===== src/rtl/rca_load_ou.sv =====
// rca_load_ou: load operation unit for the RCA fabric.
//
// Takes a base address (and optionally an offset) from upstream OU channels, issues a single
// load to the LSQ, waits for the completion, then holds the loaded word on data_out until the
// downstream OU acknowledges it. A new load may be issued in the same cycle the previous result
// is acknowledged, so back-to-back loads run without a bubble.
//
// Configuration macro: RCA_LOAD_OU_OFFSET_EN
//   defined   : effective address = data_in1 + data_in2 (wrapping), both operands required,
//               data_in_ack2 mirrors data_in_ack1, uses_data_in2 = 1.
//   undefined : effective address = data_in1, data_in2/data_valid_in2 ignored,
//               data_in_ack2 = 0, uses_data_in2 = 0.
//
// Ports:
//   clk, rst           clock, synchronous active-high reset
//   data_in1/2         base address / offset operands, with data_valid_in1/2
//   data_in_ack1/2     operand consumed this cycle (only together with new_request)
//   uses_data_in1/2    operand usage flags
//   data_out           last loaded word; data_valid_out marks it valid
//   data_out_ack       downstream consumed data_out this cycle
//   addr, data, fn3    LSQ request address, store data (0), funct3 (FN3)
//   load, store        request type strobes (store is always 0)
//   new_request        LSQ request strobe; lsq_full blocks it
//   load_data          LSQ load result, qualified by the one-cycle load_complete pulse

module rca_load_ou #(
  parameter logic [2:0]  FN3  = 3'b010,
  parameter int unsigned XLEN = 32
) (
  input  logic            clk,
  input  logic            rst,
  input  logic [XLEN-1:0] data_in1,
  input  logic [XLEN-1:0] data_in2,
  input  logic            data_valid_in1,
  input  logic            data_valid_in2,
  output logic            data_in_ack1,
  output logic            data_in_ack2,
  output logic            uses_data_in1,
  output logic            uses_data_in2,
  output logic [XLEN-1:0] data_out,
  output logic            data_valid_out,
  input  logic            data_out_ack,
  output logic [XLEN-1:0] addr,
  output logic [XLEN-1:0] data,
  output logic [2:0]      fn3,
  output logic            load,
  output logic            store,
  output logic            new_request,
  input  logic            lsq_full,
  input  logic [XLEN-1:0] load_data,
  input  logic            load_complete
);

  typedef enum logic [1:0] {StIdle, StWait, StValid} state_e;

  state_e          state_q;
  logic [XLEN-1:0] result_q;

  logic            operands_ready;
  logic [XLEN-1:0] eff_addr;
  logic            slot_free;
  logic            fire;

`ifdef RCA_LOAD_OU_OFFSET_EN
  assign operands_ready = data_valid_in1 && data_valid_in2;
  assign eff_addr       = data_in1 + data_in2;
  assign uses_data_in2  = 1'b1;
  assign data_in_ack2   = fire;
`else
  // Operand 2 is not part of this build; fold it into a sink so it is visibly unused.
  logic unused_in2;
  assign unused_in2     = ^{data_in2, data_valid_in2};
  assign operands_ready = data_valid_in1;
  assign eff_addr       = data_in1;
  assign uses_data_in2  = 1'b0;
  assign data_in_ack2   = 1'b0;
`endif

  // The unit can take a new load when idle, or when the held result leaves this cycle.
  assign slot_free = (state_q == StIdle) || ((state_q == StValid) && data_out_ack);
  // rst gating keeps the request side quiet in the reset cycle itself.
  assign fire      = !rst && operands_ready && !lsq_full && slot_free;

  always_ff @(posedge clk) begin
    if (rst) begin
      state_q  <= StIdle;
      result_q <= '0;
    end else begin
      unique case (state_q)
        StIdle: begin
          // Completions seen here are stale (e.g. from a load abandoned by reset).
          if (fire) state_q <= StWait;
        end
        StWait: begin
          if (load_complete) begin
            result_q <= load_data;
            state_q  <= StValid;
          end
        end
        StValid: begin
          if (data_out_ack) state_q <= fire ? StWait : StIdle;
        end
        default: state_q <= StIdle;
      endcase
    end
  end

  assign new_request    = fire;
  assign load           = fire;
  assign addr           = fire ? eff_addr : '0;
  assign data_in_ack1   = fire;

  assign data_valid_out = !rst && (state_q == StValid);
  assign data_out       = rst ? '0 : result_q;

  assign data           = '0;
  assign store          = 1'b0;
  assign fn3            = FN3;
  assign uses_data_in1  = 1'b1;

endmodule


===== config.mk =====
export PLATFORM = sky130hd
export DESIGN_NAME = rca_load_ou
export DESIGN_NICKNAME = d
export VERILOG_FILES = /design/src/rtl/rca_load_ou.sv
export SDC_FILE = /design/constraint.sdc
export NUM_CORES = 1
export LEC_CHECK = 0
export CELL_PAD_IN_SITES_DETAIL_PLACEMENT = 0
export CELL_PAD_IN_SITES_GLOBAL_PLACEMENT = 1
export CORE_MARGIN = 3
export CORE_UTILIZATION = 19
export DETAILED_ROUTE_END_ITERATION = 10
export GPL_ROUTABILITY_DRIVEN = 0
export HOLD_SLACK_MARGIN = 0.03
export PLACE_DENSITY_LB_ADDON = 0.1
export SKIP_LAST_GASP = 1
export SYNTH_ARGS = -nofsm -noshare
export SYNTH_HDL_FRONTEND = slang
export SYNTH_SLANG_ARGS = --single-unit

===== constraint.sdc =====
create_clock -name clk -period 1.9 [get_ports clk]
set_input_delay 0.19 -clock clk [delete_from_list [all_inputs] [get_ports clk]]
set_output_delay 0.19 -clock clk [all_outputs]
set_load 0.01 [all_outputs]

==> impl_metrics.toml, run 1 <==
[final_layout]
register_area_um2 = 681.9
diodes = 0
finalNetCount = 447
multi_input_area_um2 = 1124
fillers = 1071
layout-drive-gt1-share = 0.2907
syn_to_final_growth_pct = 75.67

[sta]
period_minus_slack_ns = 1.941
setup_ws_ns = -0.04062
fmax_ghz = 0.5153
post-route-period-util = 1.021
hold_violations = 0
maxSlewViolCount = 0
whs_ns = 0.5075
setup_violations = 6
grt_setup_unrepaired = "true"
final.setup_skew_ns = 0.01059

[logic_synthesis]
yosysTopAreaCellShare = 0.3333
syn_area_per_cell_um2 = 10.16
ys_seq_elements = 34
syn_area_um2 = 2042
synthDistinctLibCells = 19
ys_async_sr_fraction = 0
yosysWarnings = 0
yosysTopAreaCell = "dfxtp_1"
synth_edf_count = 0
synth_seq_area_share = 0.3333
yosys-top-cells-area = "dfxtp_1 33%, nor3b_2 18%, buf_4 15%"
synth.most_common_cell = "buf_4"
netlist_top_cells_count = "41 x buf_4, 34 x dfxtp_1, 32 x o22a_1"
synth_cells = 201
synth_flop_cell = "dfxtp_1"

[global_route]
grt.overflow.total = 0
grt_use_total = 0.1059
antenna_found_initial = 0
grt_max_degree = 37
first_global_vias = 1868
grt_pass1_wl_um = 9901

[worst_hold_path]
hold_path_class = "in -> reg"

[critical_path]
worstSetupStartpointType = "flip-flop"
crit_path_end_kind = "output pin"
crit_family = "simple AND/OR/NAND/NOR gates"
crit_buf_inv = 2
path_max_fanout = 6
slowest_delay_ns = 0.59
crit_slowest_cell = "or4b_4"
crit_required_ns = 1.71
worstPathCellList = "or4b_4 -> clkbuf_16 -> nor3b_4 -> buf_2"
arrival_ns = 1.75
crit_type = "reg -> out"

[placement]
pre_cts_ws_ns = -0.6609
port_buffers = 137
hpwl_um = 4835

[clock_network]
htreeDepth = 2
cts_tree = "yes"
clkSlewWorstSetupHoldPaths_ns = 0.08
cts_hold_buf = 0
cts-root-buf = "clkbuf_8"
clk_latency_ns = 0.28
cts.sinks = 34
numCtsBuffers = 5
clockBufferDepth = 2

[drt]
num_vias = 1875
routedWlPerCell_um = 14.31
first_pass_iters = 4
wirelength_um = 6869
drtAntennaViolNets = 0
dr.first_iter.drc_count = 55
via_per_inst = 3.906
drc_errors = 0

[floorplan]
die_area_um2 = 12030
initial_utilization = 0.1969
ios = 210
core_um2 = 10370
fp.dieH_um = 109.7
rows = 37
chipWidth_um = 109.7

[flow_run]
drv_cap = 0

[outcome]
status = "finished with violations"
violations = "setup timing"

[pwr]
p_leak_uw = 0.001512
peakVddDrop_mv = 0.2779
power_density_nw_per_um2 = 522.6
cell families (layout without fill, tap and decap cells):
kind of cell	Yosys count	in the layout	share of synthesized area
other	2	39	0.003678
buffers and inverters	59	165	0.1991
AND/OR/NAND/NOR	72	72	0.3217
flip-flops	34	34	0.3333
AO/OA/AOI/OAI	34	34	0.1422
where the power goes:
part,internal [uW],switching [uW],total [uW]
registers,746,7.00,753
logic,260,167,427
clock network,420,274,694
layout by cell type (no fill, tap or decap), drive strengths merged:
cell / Yosys / layout
conb: 2 / 39
a21oi: 1 / 1
buf: 51 / 53
dlymetal6s2s: 0 / 2
nand3b: 1 / 1
o22a: 32 / 32
clkbuf: 8 / 9
and2b: 4 / 4
nor3b: 33 / 33
o21ai: 1 / 1
and4bb: 1 / 1
bufinv: 0 / 1
clkdlybuf4s50: 0 / 99
dlygate4sd2: 0 / 1
or3b: 1 / 1
nor2b: 29 / 29
or4b: 2 / 2
dfxtp: 34 / 34
nor2: 1 / 1
per-layer routing:
metal | wire [um] | vias to the layer above | GRT usage | share of wire
met1 | 2626 | 864 | 0.1174 | 0.38
li1 | - | 901 | - | -
met4 | 61 | 0 | 0.02671 | 0.0089
met3 | 817 | 6 | 0.04052 | 0.12
met5 | 0 | - | 0 | 0
met2 | 3364 | 104 | 0.1896 | 0.49
sequential cells by signal, summed over array words and instances, names as in the netlist:
register	flops
result_q	32
state_q	2
stage by stage:
stage | cell area (um^2) | total power [uW] | std cells | util | setup TNS [ns]
global route | 3587 | 1978 | 480 | 0.3459 | -1.772
global placement | 3488 | 1188 | 469 | 0.3364 | -24.20
CTS | 3655 | 1912 | 476 | 0.3524 | -2.239
floorplan | 2181 | 997.9 | 238 | - | 0
finish | 3587 | 1875 | 480 | 0.3459 | -0.06949
detailed placement | 3488 | 1189 | 469 | 0.3364 | -24.05
final timing paths:
| path | slack (ns) | cells past startpoint | from | to |
|---|---|---|---|---|
| setup / recovery | -0.04 | 4 | state_q[0] | addr[10] |
| setup reg to reg | 0.55 | 3 | state_q[0] | state_q[0] |
| hold / removal | 0.51 | 2 | load_data[8] | result_q[8] |
| hold reg to reg | 0.58 | 2 | result_q[2] | result_q[2] |
cell type report:
class / count / share of cell area
clock buffer: 6 / 0.02302
clock inverter: 1 / 0.008371
multi-input combinational: 145 / 0.3132
sequential: 34 / 0.1901
tap: 136 / 0.04744
timing repair buffer: 158 / 0.4179
what timing repair did:
action	CTS	global route
gates cloned	0	4
pin swaps	0	11
resized for setup	119	40
setup buffers	0	0
setup endpoints to repair	68	35
No activity file was read; power rests on OpenSTA's default activity.
==> run 2, diff against run 1 <==
Settings changed: CORE_ASPECT_RATIO from default to 1.5.
Clock period 1.9 ns to 2.2 ns, I/O delays scaled along.
==> impl_metrics.toml, run 2 (same netlist as run 1, synthesis figures left out) <==
[outcome]
status = "completed"

[final_layout]
diodes = 0
syn_to_final_growth_pct = 73.90
regMostFlops = "result_q"
layout-drive-gt1-share = 0.1485
final_common_cell = "clkdlybuf4s50_1"
mostFrequentLayoutCells = "102 x clkdlybuf4s50_1, 39 x conb_1, 34 x dlygate4sd2_1, 34 x dfxtp_1, 32 x o22a_1"
finalNetCount = 433
finalNonFillerCells = 471
largest_register_ffs = 32
top_regs = "result_q (32), state_q (2)"
fillers = 1098

[sta]
whs_ns = 0.5497
hold_violations = 0
fmax_ghz = 0.4709
final.setup_skew_ns = 0.003696
grt_setup_unrepaired = "true"
post-route-period-util = 0.9653
tightestPinTransition_ns = 0.7965
setup_violations = 0
maxSlewViolCount = 0
period_minus_slack_ns = 2.124
slew_headroom = 0.4690

[global_route]
first_global_vias = 1883
grt.overflow.total = 0
met3_usage = 0.04323
grt_pass1_wl_um = 9998
grt_max_degree = 37
grt_use_total = 0.1048
antenna_found_initial = 0
met2_usage = 0.1816
met1_usage = 0.1126
top_usage_layer = "met2"

[drt]
num_vias = 1791
dr.first_iter.drc_count = 39
drc_errors = 0
wirelength_um = 6400
via_per_inst = 3.803
first_pass_iters = 4
routedWlPerCell_um = 13.59
drtAntennaViolNets = 0

[critical_path]
crit_path_end_kind = "output pin"
arrival_ns = 1.90
slowest_delay_ns = 0.58
crit_slowest_cell = "or4b_4"
crit_required_ns = 1.98
worstSetupStartpointType = "input port"
worstPathCellList = "clkdlybuf4s50_1 -> or4b_4 -> buf_12 -> nor3b_2 -> dlygate4sd2_1"
path_max_fanout = 18
crit_type = "in -> out"

[pwr]
peakVddDrop_mv = 0.4246
power_density_nw_per_um2 = 509.4
p_leak_uw = 0.001491

[clock_network]
clkSlewWorstSetupHoldPaths_ns = 0.05
clockBufferDepth = 2
cts_tree = "yes"
cts-root-buf = "clkbuf_16"
htreeDepth = 2
cts_hold_buf = 0
cts.sinks = 34
clk_latency_ns = 0.28
numCtsBuffers = 5

[floorplan]
fp.dieH_um = 133.0
ios = 210
core_um2 = 10300
rows = 45
chipWidth_um = 90.65
initial_utilization = 0.1982
die_area_um2 = 12050

[flow_run]
drv_cap = 0

[placement]
hpwl_um = 4733
port_buffers = 137
place_inst = 464

[worst_hold_path]
hold_path_class = "in -> reg"
## run 2: path summary, 6_finish.rpt
check / startpoint / slack (ns) / endpoint / depth (start not counted)
worst max-delay path: rst / 0.08 / addr[24] / 5
worst min-delay path: load_data[12] / 0.55 / result_q[12] / 2
worst max register to register: state_q[0] / 0.65 / result_q[25] / 3
worst min register to register: result_q[31] / 0.57 / result_q[31] / 2
## run 2: power by group
group / leakage (uW) / total [uW] / internal, uW / switching (uW)
combinational: 0.00113 / 343 / 208 / 136
clock: 0.0000829 / 815 / 559 / 256
sequential: 0.000277 / 651 / 645 / 5.75
## run 2: routing by layer
metal	part of all wire	routed length (um)
met1	0.37	2341
met2	0.50	3192
met3	0.12	768
met4	0.015	97
met5	0	0
## run 2: per-stage QoR
step / power, uW / utilization / cell area [um^2] / setup TNS, ns / setup slack (ns)
global placement: 1021 / 0.3319 / 3420 / -12.52 / -0.3874
finish: 1809 / 0.3446 / 3551 / 0 / 0.07627
detailed placement: 1022 / 0.3319 / 3420 / -13.57 / -0.4275
global route: 1906 / 0.3446 / 3551 / -0.001155 / -0.001155
floorplan: 861.8 / - / 2181 / 0 / 0.4283
CTS: 1860 / 0.3444 / 3548 / 0 / 0.03906
## run 2: cell type report
| cell class | count | area (um^2) | area share |
|---|---|---|---|
| well taps | 141 | 176.4 | 0.04968 |
| repair buffers | 144 | 1418 | 0.3992 |
| clock inverters | 1 | 30.03 | 0.008457 |
| flip-flops and latches | 34 | 680.7 | 0.1917 |
| multi-input cells | 145 | 1107 | 0.3118 |
| clock buffers | 6 | 138.9 | 0.03911 |
## run 2: critical path, delay by kind of cell
kind / cells / cell delay, ns
buffers and inverters: 3 / 0.95
AND/OR/NAND/NOR: 2 / 0.73
## run 2: repair_timing
action,in CTS,in global routing
endpoints found under the setup margin,35,5
cloned,0,0
gates resized for setup,36,3
buffers inserted,0,0
endpoints found under the hold margin,0,0
